--- config.mk ---
export PLATFORM = sky130hd
export DESIGN_NAME = button_event_ctrl
export DESIGN_NICKNAME = d
export VERILOG_FILES = /design/src/rtl/btn_evt_pkg.sv /design/src/rtl/button_event_ctrl_channel.sv /design/src/rtl/button_event_ctrl.sv
export SDC_FILE = /design/constraint.sdc
export NUM_CORES = 1
export LEC_CHECK = 0
export ABC_AREA = 0
export CAP_MARGIN = 20
export CORE_MARGIN = 8
export CORE_UTILIZATION = 44
export DETAILED_ROUTE_END_ITERATION = 6
export GPL_TIMING_DRIVEN = 1
export PLACE_DENSITY = 0.61
export SKIP_LAST_GASP = 1
export SLEW_MARGIN = 30
export SYNTH_ARGS = -nofsm -noshare
export SYNTH_HDL_FRONTEND = slang
export SYNTH_SLANG_ARGS = --single-unit
--- constraint.sdc ---
create_clock -name clk -period 8.3 [get_ports clk]
set_clock_uncertainty 0.15 [all_clocks]
set_input_delay 2.075 -clock clk [delete_from_list [all_inputs] [get_ports clk]]
set_output_delay 2.075 -clock clk [all_outputs]
set_load 0.005 [all_outputs]
--- src/rtl/btn_evt_pkg.sv ---
// Shared event codes and channel state encodings
// for the panel button event controller.
package btn_evt_pkg;

  localparam logic [1:0] EVT_SHORT = 2'b01;
  localparam logic [1:0] EVT_LONG  = 2'b10;

  typedef enum logic [1:0] {
    ST_IDLE      = 2'd0,
    ST_HELD      = 2'd1,
    ST_LONG_WAIT = 2'd2
  } ch_state_e;

endpackage

--- src/rtl/button_event_ctrl_channel.sv ---
// One button channel: debouncer, edge detect, hold timer,
// press classifier and a one-deep pending event slot.
// btn_debounce: noisy -> clean after TARGET_TIME+1 mismatches.
// btn_channel: in noisy, clear; out clean, pend, pend_type, ovf.
module btn_debounce #(
  parameter int TARGET_TIME = 1_000_000
) (
  input  logic clk,
  input  logic reset,
  input  logic noisy,
  output logic clean
);

  localparam int W = $clog2(TARGET_TIME + 1) + 1;

  logic [W-1:0] cnt;

  // Any sample equal to the clean level restarts the count.
  always_ff @(posedge clk) begin
    if (reset) begin
      cnt   <= '0;
      clean <= 1'b0;
    end else if (noisy != clean) begin
      if (cnt == W'(TARGET_TIME)) begin
        clean <= noisy;
        cnt   <= '0;
      end else begin
        cnt <= cnt + 1'b1;
      end
    end else begin
      cnt <= '0;
    end
  end

endmodule

module btn_channel
  import btn_evt_pkg::*;
#(
  parameter int DEBOUNCE_CYCLES   = 1_000_000,
  parameter int LONG_PRESS_CYCLES = 100_000_000,
  parameter int CNT_W             = 27
) (
  input  logic       clk,
  input  logic       reset,
  input  logic       noisy,
  input  logic       clear,
  output logic       clean,
  output logic       pend,
  output logic [1:0] pend_type,
  output logic       ovf
);

  localparam logic [CNT_W-1:0] LAST =
    CNT_W'(LONG_PRESS_CYCLES - 1);

  ch_state_e        state, state_nx;
  logic [CNT_W-1:0] hold_cnt, hold_nx;
  logic             clean_q;
  logic             rise, fall;
  logic             post;
  logic [1:0]       post_type;

  btn_debounce #(
    .TARGET_TIME(DEBOUNCE_CYCLES)
  ) u_db (
    .clk  (clk),
    .reset(reset),
    .noisy(noisy),
    .clean(clean)
  );

  assign rise = clean & ~clean_q;
  assign fall = ~clean & clean_q;

  always_ff @(posedge clk) begin
    if (reset) begin
      state    <= ST_IDLE;
      hold_cnt <= '0;
      clean_q  <= 1'b0;
    end else begin
      state    <= state_nx;
      hold_cnt <= hold_nx;
      clean_q  <= clean;
    end
  end

  always_comb begin
    state_nx  = state;
    hold_nx   = hold_cnt;
    post      = 1'b0;
    post_type = EVT_SHORT;
    unique case (state)
      ST_IDLE: begin
        if (rise) begin
          state_nx = ST_HELD;
          hold_nx  = '0;
        end
      end
      ST_HELD: begin
        hold_nx = hold_cnt + 1'b1;
        // Threshold wins over a coincident release; the
        // release then just returns to idle.
        if (hold_cnt == LAST) begin
          post      = 1'b1;
          post_type = EVT_LONG;
          state_nx  = fall ? ST_IDLE : ST_LONG_WAIT;
        end else if (fall) begin
          post     = 1'b1;
          state_nx = ST_IDLE;
        end
      end
      ST_LONG_WAIT: begin
        hold_nx = hold_cnt;
        if (fall) state_nx = ST_IDLE;
      end
      default: state_nx = ST_IDLE;
    endcase
  end

  // A slot being drained this cycle can take the new event.
  assign ovf = post & pend & ~clear;

  always_ff @(posedge clk) begin
    if (reset) begin
      pend      <= 1'b0;
      pend_type <= 2'b00;
    end else if (post && (!pend || clear)) begin
      pend      <= 1'b1;
      pend_type <= post_type;
    end else if (clear) begin
      pend <= 1'b0;
    end
  end

endmodule

--- src/rtl/button_event_ctrl.sv ---
// Panel button front end: per-button channels, round-robin
// arbiter and a registered valid/ready event port.
// Ports: clk, reset, btn_noisy, btn_clean, evt_valid,
// evt_ready, evt_id, evt_type, evt_overflow.
module button_event_ctrl
  import btn_evt_pkg::*;
#(
  parameter int NUM_BTN           = 5,
  parameter int DEBOUNCE_CYCLES   = 1_000_000,
  parameter int LONG_PRESS_CYCLES = 100_000_000,
  parameter int CNT_W             = 27,
  parameter int ID_W              = 3
) (
  input  logic               clk,
  input  logic               reset,
  input  logic [NUM_BTN-1:0] btn_noisy,
  output logic [NUM_BTN-1:0] btn_clean,
  output logic               evt_valid,
  input  logic               evt_ready,
  output logic [ID_W-1:0]    evt_id,
  output logic [1:0]         evt_type,
  output logic               evt_overflow
);

  localparam int NSLOT = 2 ** ID_W;
  localparam logic [ID_W-1:0] MAX_ID = ID_W'(NUM_BTN - 1);

  logic [NUM_BTN-1:0] pend;
  logic [NUM_BTN-1:0] clear;
  logic [NUM_BTN-1:0] ovf;
  logic [1:0]         ptype [NUM_BTN];

  logic [NSLOT-1:0]   pend_ext;
  logic [1:0]         ptype_ext [NSLOT];

  logic [ID_W-1:0]    rr_ptr;
  logic [ID_W-1:0]    win;
  logic [ID_W-1:0]    idx;
  logic               any;
  logic               slot_free;

  for (genvar g = 0; g < NUM_BTN; g++) begin : g_ch
    btn_channel #(
      .DEBOUNCE_CYCLES  (DEBOUNCE_CYCLES),
      .LONG_PRESS_CYCLES(LONG_PRESS_CYCLES),
      .CNT_W            (CNT_W)
    ) u_ch (
      .clk      (clk),
      .reset    (reset),
      .noisy    (btn_noisy[g]),
      .clear    (clear[g]),
      .clean    (btn_clean[g]),
      .pend     (pend[g]),
      .pend_type(ptype[g]),
      .ovf      (ovf[g])
    );
  end

  // Pad to the full id space so any id indexes safely.
  assign pend_ext = NSLOT'(pend);

  always_comb begin
    for (int i = 0; i < NSLOT; i++) ptype_ext[i] = 2'b00;
    for (int i = 0; i < NUM_BTN; i++) ptype_ext[i] = ptype[i];
  end

  // First pending channel at or after rr_ptr, wrapping.
  always_comb begin
    any = 1'b0;
    win = rr_ptr;
    idx = rr_ptr;
    for (int k = 0; k < NUM_BTN; k++) begin
      if (!any && pend_ext[idx]) begin
        any = 1'b1;
        win = idx;
      end
      idx = (idx == MAX_ID) ? '0 : idx + 1'b1;
    end
  end

  assign slot_free = !evt_valid || evt_ready;
  assign clear = (slot_free && any) ?
    (NUM_BTN'(1) << win) : '0;

  always_ff @(posedge clk) begin
    if (reset) begin
      evt_valid    <= 1'b0;
      evt_id       <= '0;
      evt_type     <= 2'b00;
      evt_overflow <= 1'b0;
      rr_ptr       <= '0;
    end else begin
      evt_overflow <= |ovf;
      if (slot_free) begin
        evt_valid <= any;
        if (any) begin
          evt_id   <= win;
          evt_type <= ptype_ext[win];
          rr_ptr   <= (win == MAX_ID) ? '0 : win + 1'b1;
        end
      end
    end
  end

endmodule

After elaboration in Yosys (flattened, before gate mapping)

Cells that the tools add are included.

Shift operators: 1
Eq/ne operators: 35
Magnitude comparators: 6
Muxes and demuxes: 98
$add $sub $neg: 15
Bitwise operators: 41
Reductions and logical operators: 58

Operators by type and width:

| cell                                                                    | number |
|---|---|
| 27-bit one-hot mux with 2 select lines                                  | 5 |
| 27-bit by 1-bit adder with 27-bit output, second input constant         | 5 |
| 27-bit equality test, second input constant                             | 5 |
| 27-bit 2-to-1 mux                                                       | 5 |
| 21-bit by 1-bit adder with 21-bit output, second input constant         | 5 |
| 21-bit by 20-bit equality test with 1-bit output, second input constant | 5 |
| 2-bit 2-to-1 mux                                                        | 32 |
| 1-bit 2-to-1 mux                                                        | 35 |
| 2-bit one-hot mux with 3 select lines                                   | 5 |
| 3-bit 2-to-1 mux                                                        | 9 |
| 2-bit AND reduction                                                     | 11 |
| 1-bit AND                                                               | 20 |
| 3-bit by 4-bit < comparator with 1-bit output, second input constant    | 5 |
| 1-bit inverter                                                          | 20 |
| 2-bit nonzero test                                                      | 10 |
| 3-bit by 1-bit adder with 3-bit output, second input constant           | 5 |
| 1-bit binary-select mux with 3-bit select                               | 5 |
| 3-bit equality test, second input constant                              | 5 |
| 3-bit OR reduction                                                      | 5 |
| 2-bit by 1-bit equality test with 1-bit output, second input constant   | 5 |
| 2-bit equality test, second input constant                              | 5 |
| 1-bit logical AND                                                       | 10 |
| 1-bit logical NOT                                                       | 10 |
| 2-bit logical NOT                                                       | 5 |
| 9 further kinds                                                         | 22 |

Bits of input ports: 8
Bits in registers: 285
Word-level logic and storage cells: 294

Depth between registers and ports, before layout

Gate-level depths: netlist of the first run.

Word-level depth: 20
Mapped depth: 28
Depth with buffers taken out: 25

Hierarchy

From an unflattened synthesis of the first run, not the netlist that was laid out.

Cell total of the unflattened synthesis: 1768
Area total of the unflattened synthesis: 15060.7 um^2

By module, submodules not included:

| module            | times used | area each (um^2) | sequential area each (um^2) | cells an instance |
|---|---|---|---|---|
| btn_channel       | 5          | 1670.4           | 660.6                       | 196 |
| btn_debounce      | 5          | 1042.2           | 440.4                       | 117 |
| button_event_ctrl | 1          | 1497.7           | 200.2                       | 203 |

Worst setup path after synthesis of the first run

OpenSTA, ideal clock, no wires.

Path type: reg-to-reg
Start point: reg rr_ptr[0]
End point: reg g_ch[0].u_ch.pend_type[1]
Cell stages (with the launch flop): 28
Setup time: 70 ps
Arrival: 5501 ps
Path slack: 2579 ps
Path through: dfxtp_1 -> clkbuf_1 -> clkbuf_1 -> inv_1 -> ha_1 -> a21boi_0 -> inv_1 -> ha_1 -> o21ai_0 -> a22o_1 -> clkbuf_1 -> inv_1 -> ha_1 -> or4_1 -> buf_2 -> a21boi_1 -> a31o_2 -> a211oi_4 -> nor4_2 -> or2_1 -> buf_6 -> ha_1 -> inv_1 -> nor2_1 -> nand4_1 -> nand3_1 -> a31o_2 -> a21oi_1

Cells in the longest elaborated chain, start to end: 19

RTL lines:

| item                                                                            | line                             | source |
|---|---|---|
| from (decl)                                                                     | button_event_ctrl.sv:36          | `logic [ID_W-1:0] rr_ptr;` |
| from (signal assigned)                                                          | button_event_ctrl.sv:99          | `rr_ptr <= (win == MAX_ID) ? '0 : win + 1'b1;` |
| branches (longest 16 deep; another with 3-bit by 1-bit adder with 3-bit output) | n/a                              |  |
| 5-bit 2-to-1 mux (*)                                                            | button_event_ctrl.sv:82          | `assign clear = (slot_free && any) ?` |
| 1-bit logical OR (*)                                                            | button_event_ctrl_channel.sv:128 | `end else if (post && (!pend \|\| clear)) begin` |
| 1-bit logical AND (*)                                                           | button_event_ctrl_channel.sv:128 |  |
| to (signal assigned)                                                            | button_event_ctrl_channel.sv:130 | `pend_type <= post_type;` |
| to (decl)                                                                       | button_event_ctrl_channel.sv:50  | `output logic [1:0] pend_type,` |

Mark *: on every way between the ends. The select of a mux whose other input is x is not followed.
A chain may end at the register's enable or synchronous reset.

Worst setup path after layout of the first run

Start point: reg rr_ptr[0]
End point: reg evt_overflow

Cells in the longest elaborated chain, start to end: 20

RTL lines:

| item                                                                            | line                             | source |
|---|---|---|
| branches (longest 14 deep; another with 3-bit by 1-bit adder with 3-bit output) | n/a                              |  |
| 3-bit 2-to-1 mux (*)                                                            | button_event_ctrl.sv:73          | `if (!any && pend_ext[idx]) begin` |
| via win[1]                                                                      | button_event_ctrl.sv:37          | `logic [ID_W-1:0] win;` |
| 1-bit by 3-bit << shifter with 5-bit output (*)                                 | button_event_ctrl.sv:83          | `(NUM_BTN'(1) << win) : '0;` |
| 5-bit 2-to-1 mux (*)                                                            | button_event_ctrl.sv:82          |  |
| 1-bit inverter                                                                  | button_event_ctrl_channel.sv:122 | `assign ovf = post & pend & ~clear;` |
| 1-bit AND                                                                       | button_event_ctrl_channel.sv:122 |  |
| 5-bit OR reduction (*)                                                          | button_event_ctrl.sv:93          | `evt_overflow <= \|ovf;` |
| to (signal assigned)                                                            | button_event_ctrl.sv:93          |  |
| to (decl)                                                                       | button_event_ctrl.sv:22          | `output logic evt_overflow` |

Mark *: on every way through the listed nets, which the timed path passes. The select of a mux whose other input is x is not followed.

==> results of run 1 <==
metrics by stage:
step	worst slack (ns)	cells	utilization	area [um2]	power, mW
6_report	1.92	2257	0.492	16000	3.60
5_1_grt	1.47	2257	0.492	16000	3.79
4_1_cts	2.00	2257	0.491	16000	3.64
3_5_place_dp	2.04	2198	0.458	14900	2.17
3_3_place_gp	2.26	2198	0.458	14900	2.16
2_1_floorplan	2.58	1837	-	14500	2.04
power groups by stage:
stage               registers (mW)  clock network (mW)  logic (mW)
floorplan                     1.43                   0       0.610
global placement              1.44                   0       0.722
detailed placement            1.44                   0       0.731
CTS                           1.41                1.49       0.741
global route                  1.41                1.54       0.838
finish                        1.41                1.43       0.753
worst paths after layout:
check,startpoint,depth (start not counted),to
worst max-delay path,rr_ptr[0]$_SDFFE_PP0N_,21,evt_overflow$_SDFF_PP0_
worst min-delay path,g_ch[4].u_ch.hold_cnt[16]$_SDFFE_PP0P_,1,g_ch[4].u_ch.hold_cnt[16]$_SDFFE_PP0P_
worst max register to register,rr_ptr[0]$_SDFFE_PP0N_,21,evt_overflow$_SDFF_PP0_
worst min register to register,g_ch[4].u_ch.hold_cnt[16]$_SDFFE_PP0P_,1,g_ch[4].u_ch.hold_cnt[16]$_SDFFE_PP0P_
cell type report:
cell class | count | area, um2 | share of cell area
multi-input combinational | 1400 | 8230 | 0.514
sequential | 285 | 5710 | 0.357
clock buffer | 53 | 1070 | 0.0667
tap | 442 | 553 | 0.0346
timing repair buffer | 26 | 244 | 0.0153
inverter | 45 | 169 | 0.0106
clock inverter | 6 | 30.0 | 0.00188
flip-flops by register name (all words and copies together) (netlist names), 5 cells and up:
signal	count
g_ch.u_ch.state	10
g_ch.u_ch.clean_q	5
g_ch.u_ch.hold_cnt	135
g_ch.u_ch.pend	5
g_ch.u_ch.u_db.cnt	105
g_ch.u_ch.pend_type	10
g_ch.u_ch.u_db.clean	5
worst max-delay path, delay by kind of cell (launching register included):
family	cells	cell delay (ns)
flops	1	0.71
buf+inv	4	0.55
fa+ha+maj	5	1.31
simple gates	4	0.94
compound gates	8	2.66
cell families after synthesis:
group                    synth area share
flip-flops                          0.393
adder cells (fa/ha/maj)            0.0224
buffers and inverters              0.0415
AO/OA/AOI/OAI                       0.190
XOR/XNOR                           0.0518
AND/OR/NAND/NOR                     0.287
multiplexers                       0.0154
per-layer routing:
| layer | vias to the layer above | track usage |
|---|---|---|
| met4 | 0 | 0.0492 |
| met3 | 56 | 0.0268 |
| met2 | 206 | 0.265 |
| met1 | 5938 | 0.212 |
| met5 | - | 0 |
| li1 | 6517 | - |
synth_stat cells (5+ instances only):
library cell and number:
clkbuf_1 95, nor4_1 17, nor3_1 36, a311oi_1 50
dfxtp_1 285, nor3b_1 6, inv_1 44, nand4_1 40
buf_4 6, nor2b_1 27, a41oi_1 5, nand2_1 145
or3_1 27, xnor2_1 27, o21ai_0 97, or2_2 9
a31oi_1 36, nand3_1 102, and3_1 67, mux2_2 11
and2_1 12, nand3b_1 8, a22oi_1 41, o211ai_1 8
mux2i_1 10, ha_1 26, nor4b_1 20, o21ba_2 5
a21oi_1 101, a211oi_1 19, a21o_1 9, nor2_1 295
xor2_1 59, nand2b_1 13
==> results.yml, run 1 <==
grt:
  grt_pass1_wl_mm: 55.0
  overflow: 0
  grt_antenna_before_repair: 0
  grt_pass1_vias: 11838
  track_usage: 0.160
  grt_max_degree: 66
route:
  drt-wirelength-per-cell_um: 14.1
  routedLengthMet1_mm: 15.7
  dr_wl_met3_mm: 1.25
  drcViolationCount: 0
  met2_length_mm: 14.3
  viasPerCell: 5.63
  routed_wl_mm: 31.9
  top_layer: "met4"
  drt_iter0_markers: 944
  vias: 12717
  ant_nets: 0
  dr.pass1.iters: 6
worst_setup_path:
  crit_path_start_kind: "register"
  arrival_ns: 6.66
  crit_chain: "inv_1, ha_1, a21boi_0, inv_1, ha_1, nand2_1, o311ai_1, inv_1, ha_1, or4_1, a21oi_1, o211ai_1, a211oi_4, o31a_1, inv_1, ha_1, ha_1, nand2_1, nand2_1, o221a_2, a31oi_1"
  cpPeakStageDelay_ns: 0.71
  ff2ff_setup_slack_ns: 1.92
  worst_ep_required_time_ns: 8.58
  slowest_stage: "dfxtp_1"
  critPathKind: "reg2reg"
  cp-end-kind: "register"
  critPathMaxFanout: 18
  crit_top_cell: "ha_1"
yosys:
  synth-main-ff-cell: "dfxtp_1"
  syn_area_um2: 14500
  synthDistinctLibCells: 79
  yosysWarnings: 0
  ys_ff_latch: 285
  ys_async_sr_fraction: 0
  syn-num-nets: 1871
  seq_area_frac_synth: 0.393
  synth.area.top_cells: "dfxtp_1 39%, nor2_1 7.6%, nand2_1 3.7%, xor2_1 3.6%, nand3_1 3.5%"
  synth_top_area_frac: 0.393
  synth-edff-count: 0
  syn_area_per_cell_um2: 7.91
  synth_top_cell_by_area: "dfxtp_1"
  netlist_instances: 1837
clocking:
  clock_sinks: 285
  ctsResizeCount: 0
  cts_setup_buffers: 0
  hold_buffers: 0
  clkLatencyLatePin_ns: 0.50
  root_buffer: "clkbuf_16"
  cts.path.max_buffers: 3
  h-tree-depth: 2
  clk_pin_slew_ns: 0.06
  cts_tree: "built"
  cts_buffers: 34
placed_design:
  io_buffers: 19
  hpwl_mm: 20.9
  gp_congestion: 0.829
timing:
  finalCriticalPeriod_ns: 6.38
  maxSlewHeadroom: 0.381
  fin_crit_sh: 0.769
  rsz0062_at_grt: "no"
  tns_ns: 0
  hold_ws_ns: 0.324
  timing.fmax_ghz: 0.157
  hold_violations: 0
  worstMarginPinSlew_ns: 0.923
  setup_viol: 0
  slew_violations: 0
hold_path:
  hp-class: "reg2reg"
die:
  num_rows: 66
  die_h_um: 198
  pin_count: 20
  coreArea_um2: 32500
  die_width_um: 198
  start_util: 0.447
  dieArea_um2: 39100
pwr:
  power.share.clock: 0.398
  switchingPower_mw: 1.06
  pwr-share-seq: 0.392
  p_sw_frac: 0.296
  max-vdd-ir-drop_mv: 0.153
  comb_power_share: 0.209
  power_density_nw_per_um2: 225
  leakage_nw: 5.37
  p_int_mw: 2.53
run:
  drv_cap: 0
layout:
  layout_commonest_cell: "nor2_1"
  antennaDiodeCount: 0
  nets: 1826
  final_cell_mix: "295 x nor2_1, 285 x dfxtp_1, 145 x nand2_1, 102 x nand3_1, 101 x a21oi_1"
  syn_to_final_growth_pct: 10.1
  drive_above_1_share: 0.0562
  fill_cells: 3219
run_status:
  outcome: "finished, final reports clean"
No activity file was read; power rests on OpenSTA's default activity.
==> inputs of run 2 (changes only) <==
Clock period 8.3 ns to 6.26 ns, I/O delays scaled along.
==> run 2 against run 1 <==
Effect of this change: worst setup slack worse by 1.4 ns; routed wire length is 0.23% lower; clock-buffer cell count is 2 higher; flip-flop and latch count stayed put; final area is 0.59% higher; utilization is 0.29 points higher; global-route usage is 0.069 points higher; largest cell class unchanged; largest power group unchanged; highest routed layer unchanged.
==> results.yml, run 2 (same netlist as run 1, synthesis figures left out) <==
run_status:
  outcome: "finished, final reports clean"
timing:
  fin_crit_sh: 0.920
  worstMarginPinSlew_ns: 0.910
  timing.fmax_ghz: 0.174
  tns_ns: 0
  finalCriticalPeriod_ns: 5.76
  worst_slack_ns: 0.500
  rsz0062_at_grt: "no"
  maxSlewHeadroom: 0.393
  setup_viol: 0
  hold_violations: 0
  slew_violations: 0
clocking:
  clock_sinks: 285
  cts_buffers: 34
  clk_pin_slew_ns: 0.06
  h-tree-depth: 2
  root_buffer: "clkbuf_16"
  clkLatencyLatePin_ns: 0.51
  cts_tree: "built"
  cts_setup_buffers: 0
  cts.path.max_buffers: 3
worst_setup_path:
  cp-end-kind: "register"
  critPathKind: "reg2reg"
  reg2reg_to: "g_ch[4].u_ch.pend_type[1]$_SDFFE_PP0P_"
  critPathMaxFanout: 9
  arrival_ns: 6.01
  ff2ff_setup_slack_ns: 0.50
  reg2reg_depth: 21
  crit_path_start_kind: "register"
  r2r-start: "rr_ptr[1]$_SDFFE_PP0N_"
  worst_ep_required_time_ns: 6.51
pwr:
  p_int_mw: 3.47
  power_mw: 4.89
  pwr-share-seq: 0.380
  power.share.clock: 0.408
  max-vdd-ir-drop_mv: 0.196
  p_sw_frac: 0.291
  switchingPower_mw: 1.43
  leakage_nw: 5.42
  power_density_nw_per_um2: 304
  comb_power_share: 0.212
hold_path:
  whs_path_depth: 1
  hp-start: "g_ch[2].u_ch.u_db.cnt[0]$_SDFF_PP0_"
  hp-class: "reg2reg"
  min_to: "g_ch[2].u_ch.u_db.cnt[0]$_SDFF_PP0_"
die:
  die_width_um: 198
  die_h_um: 198
  num_rows: 66
  pin_count: 20
  start_util: 0.447
  coreArea_um2: 32500
  dieArea_um2: 39100
layout:
  reg.largest.list: "g_ch.u_ch.hold_cnt: 135 flops, g_ch.u_ch.u_db.cnt: 105 flops"
  stdcell_count: 2263
  fill_cells: 3102
  syn_to_final_growth_pct: 10.7
  drive_above_1_share: 0.0599
  seqCellArea_um2: 5710
  largest_register_ff_count: 135
  multiInputGateArea_um2: 8230
  top_register: "g_ch.u_ch.hold_cnt"
  nets: 1831
  final_cell_mix: "295 x nor2_1, 285 x dfxtp_1, 145 x nand2_1, 102 x nand3_1, 101 x a21oi_1"
  post-route-util: 0.494
  antennaDiodeCount: 0
  layout_commonest_cell: "nor2_1"
route:
  routed_wl_mm: 31.8
  dr.pass1.iters: 5
  drcViolationCount: 0
  viasPerCell: 5.61
  vias: 12697
  drt-wirelength-per-cell_um: 14.0
  ant_nets: 0
  drt_iter0_markers: 891
placed_design:
  io_buffers: 19
  hpwl_mm: 20.9
  placed_cells: 2203
  gp_congestion: 0.836
  pre_cts_ws_ns: 0.369
grt:
  overflow: 0
  track_usage: 0.161
  grt_pass1_vias: 11754
  grt_pass1_wl_mm: 55.1
  grt_antenna_before_repair: 0
  grt_max_degree: 81
run:
  drv_cap: 0
-- run 2: changes by cell type in the layout (fill, tap and decap cells not counted), moves of 2 or more --
cell       before  now
buf_4           7   12
clkinv_2        6    1
clkbuf_8        8   12
bufinv_16       0    2
clkbuf_16      37   35
-- run 2: timing repair --
action	in CTS	in global routing
setup endpoints to repair	0	11
hold buffers	0	0
gates resized for setup	0	3
-- run 2: worst max-delay path by stage --
stage | from | endpoint | slack, ns | cells after the start
2_1_floorplan | rr_ptr[0]$_SDFFE_PP0N_ | g_ch[0].u_ch.pend_type[1]$_SDFFE_PP0P_ | 0.54 | 27
3_3_place_gp | rr_ptr[1]$_SDFFE_PP0N_ | evt_overflow$_SDFF_PP0_ | 0.62 | 21
3_5_place_dp | rr_ptr[1]$_SDFFE_PP0N_ | evt_overflow$_SDFF_PP0_ | 0.37 | 21
4_1_cts | rr_ptr[1]$_SDFFE_PP0N_ | evt_overflow$_SDFF_PP0_ | 0.34 | 21
5_1_grt | rr_ptr[1]$_SDFFE_PP0N_ | g_ch[4].u_ch.pend_type[1]$_SDFFE_PP0P_ | 0.04 | 21
6_report | rr_ptr[1]$_SDFFE_PP0N_ | g_ch[4].u_ch.pend_type[1]$_SDFFE_PP0P_ | 0.50 | 21
-- run 2: power by group through the flow --
stage | combinational [mW] | sequential (mW) | clock [mW]
5_1_grt | 1.16 | 1.86 | 2.13
3_3_place_gp | 1.00 | 1.90 | 0
2_1_floorplan | 0.809 | 1.89 | 0
4_1_cts | 1.03 | 1.86 | 2.06
3_5_place_dp | 1.01 | 1.90 | 0
6_report | 1.04 | 1.86 | 2.00
-- run 2: final cells by class --
class                      count  area share
inverter                      45      0.0105
tap                          442      0.0344
clock buffer                  55      0.0666
sequential                   285       0.355
multi-input combinational   1400       0.511
clock inverter                 5     0.00506
timing repair buffer          31      0.0175
-- run 2: metal layers --
layer	part of all wire	vias up	wire [um]	track usage
li1	-	6539	-	-
met1	0.50	5914	15700	0.217
met2	0.45	189	14200	0.263
met3	0.034	55	1090	0.0241
met4	0.023	0	729	0.0517
met5	0	-	0	0
-- run 2: stage by stage --
step	cell area [um2]	hold slack (ns)
after floorplan	14500	0.281
after global placement	14900	0.305
after detailed placement	14900	0.316
after CTS	16100	0.323
after global routing	16100	0.343
final	16100	0.323
-- run 2: worst max-delay path, cell delays in order (launching register included) --
cell and delay [ns]:
dfxtp_1 0.43, inv_1 0.12, ha_1 0.29, and2_1 0.20
nor2_1 0.13, inv_1 0.10, ha_1 0.28, o21ai_0 0.18
a22o_2 0.31, inv_1 0.11, ha_1 0.27, or4_1 0.63
a21oi_1 0.31, a31o_2 0.23, a211oi_4 0.09, nor4_2 0.42
or2_1 0.32, ha_1 0.20, inv_1 0.07, o41ai_2 0.44
a21boi_0 0.15, o21ba_2 0.21
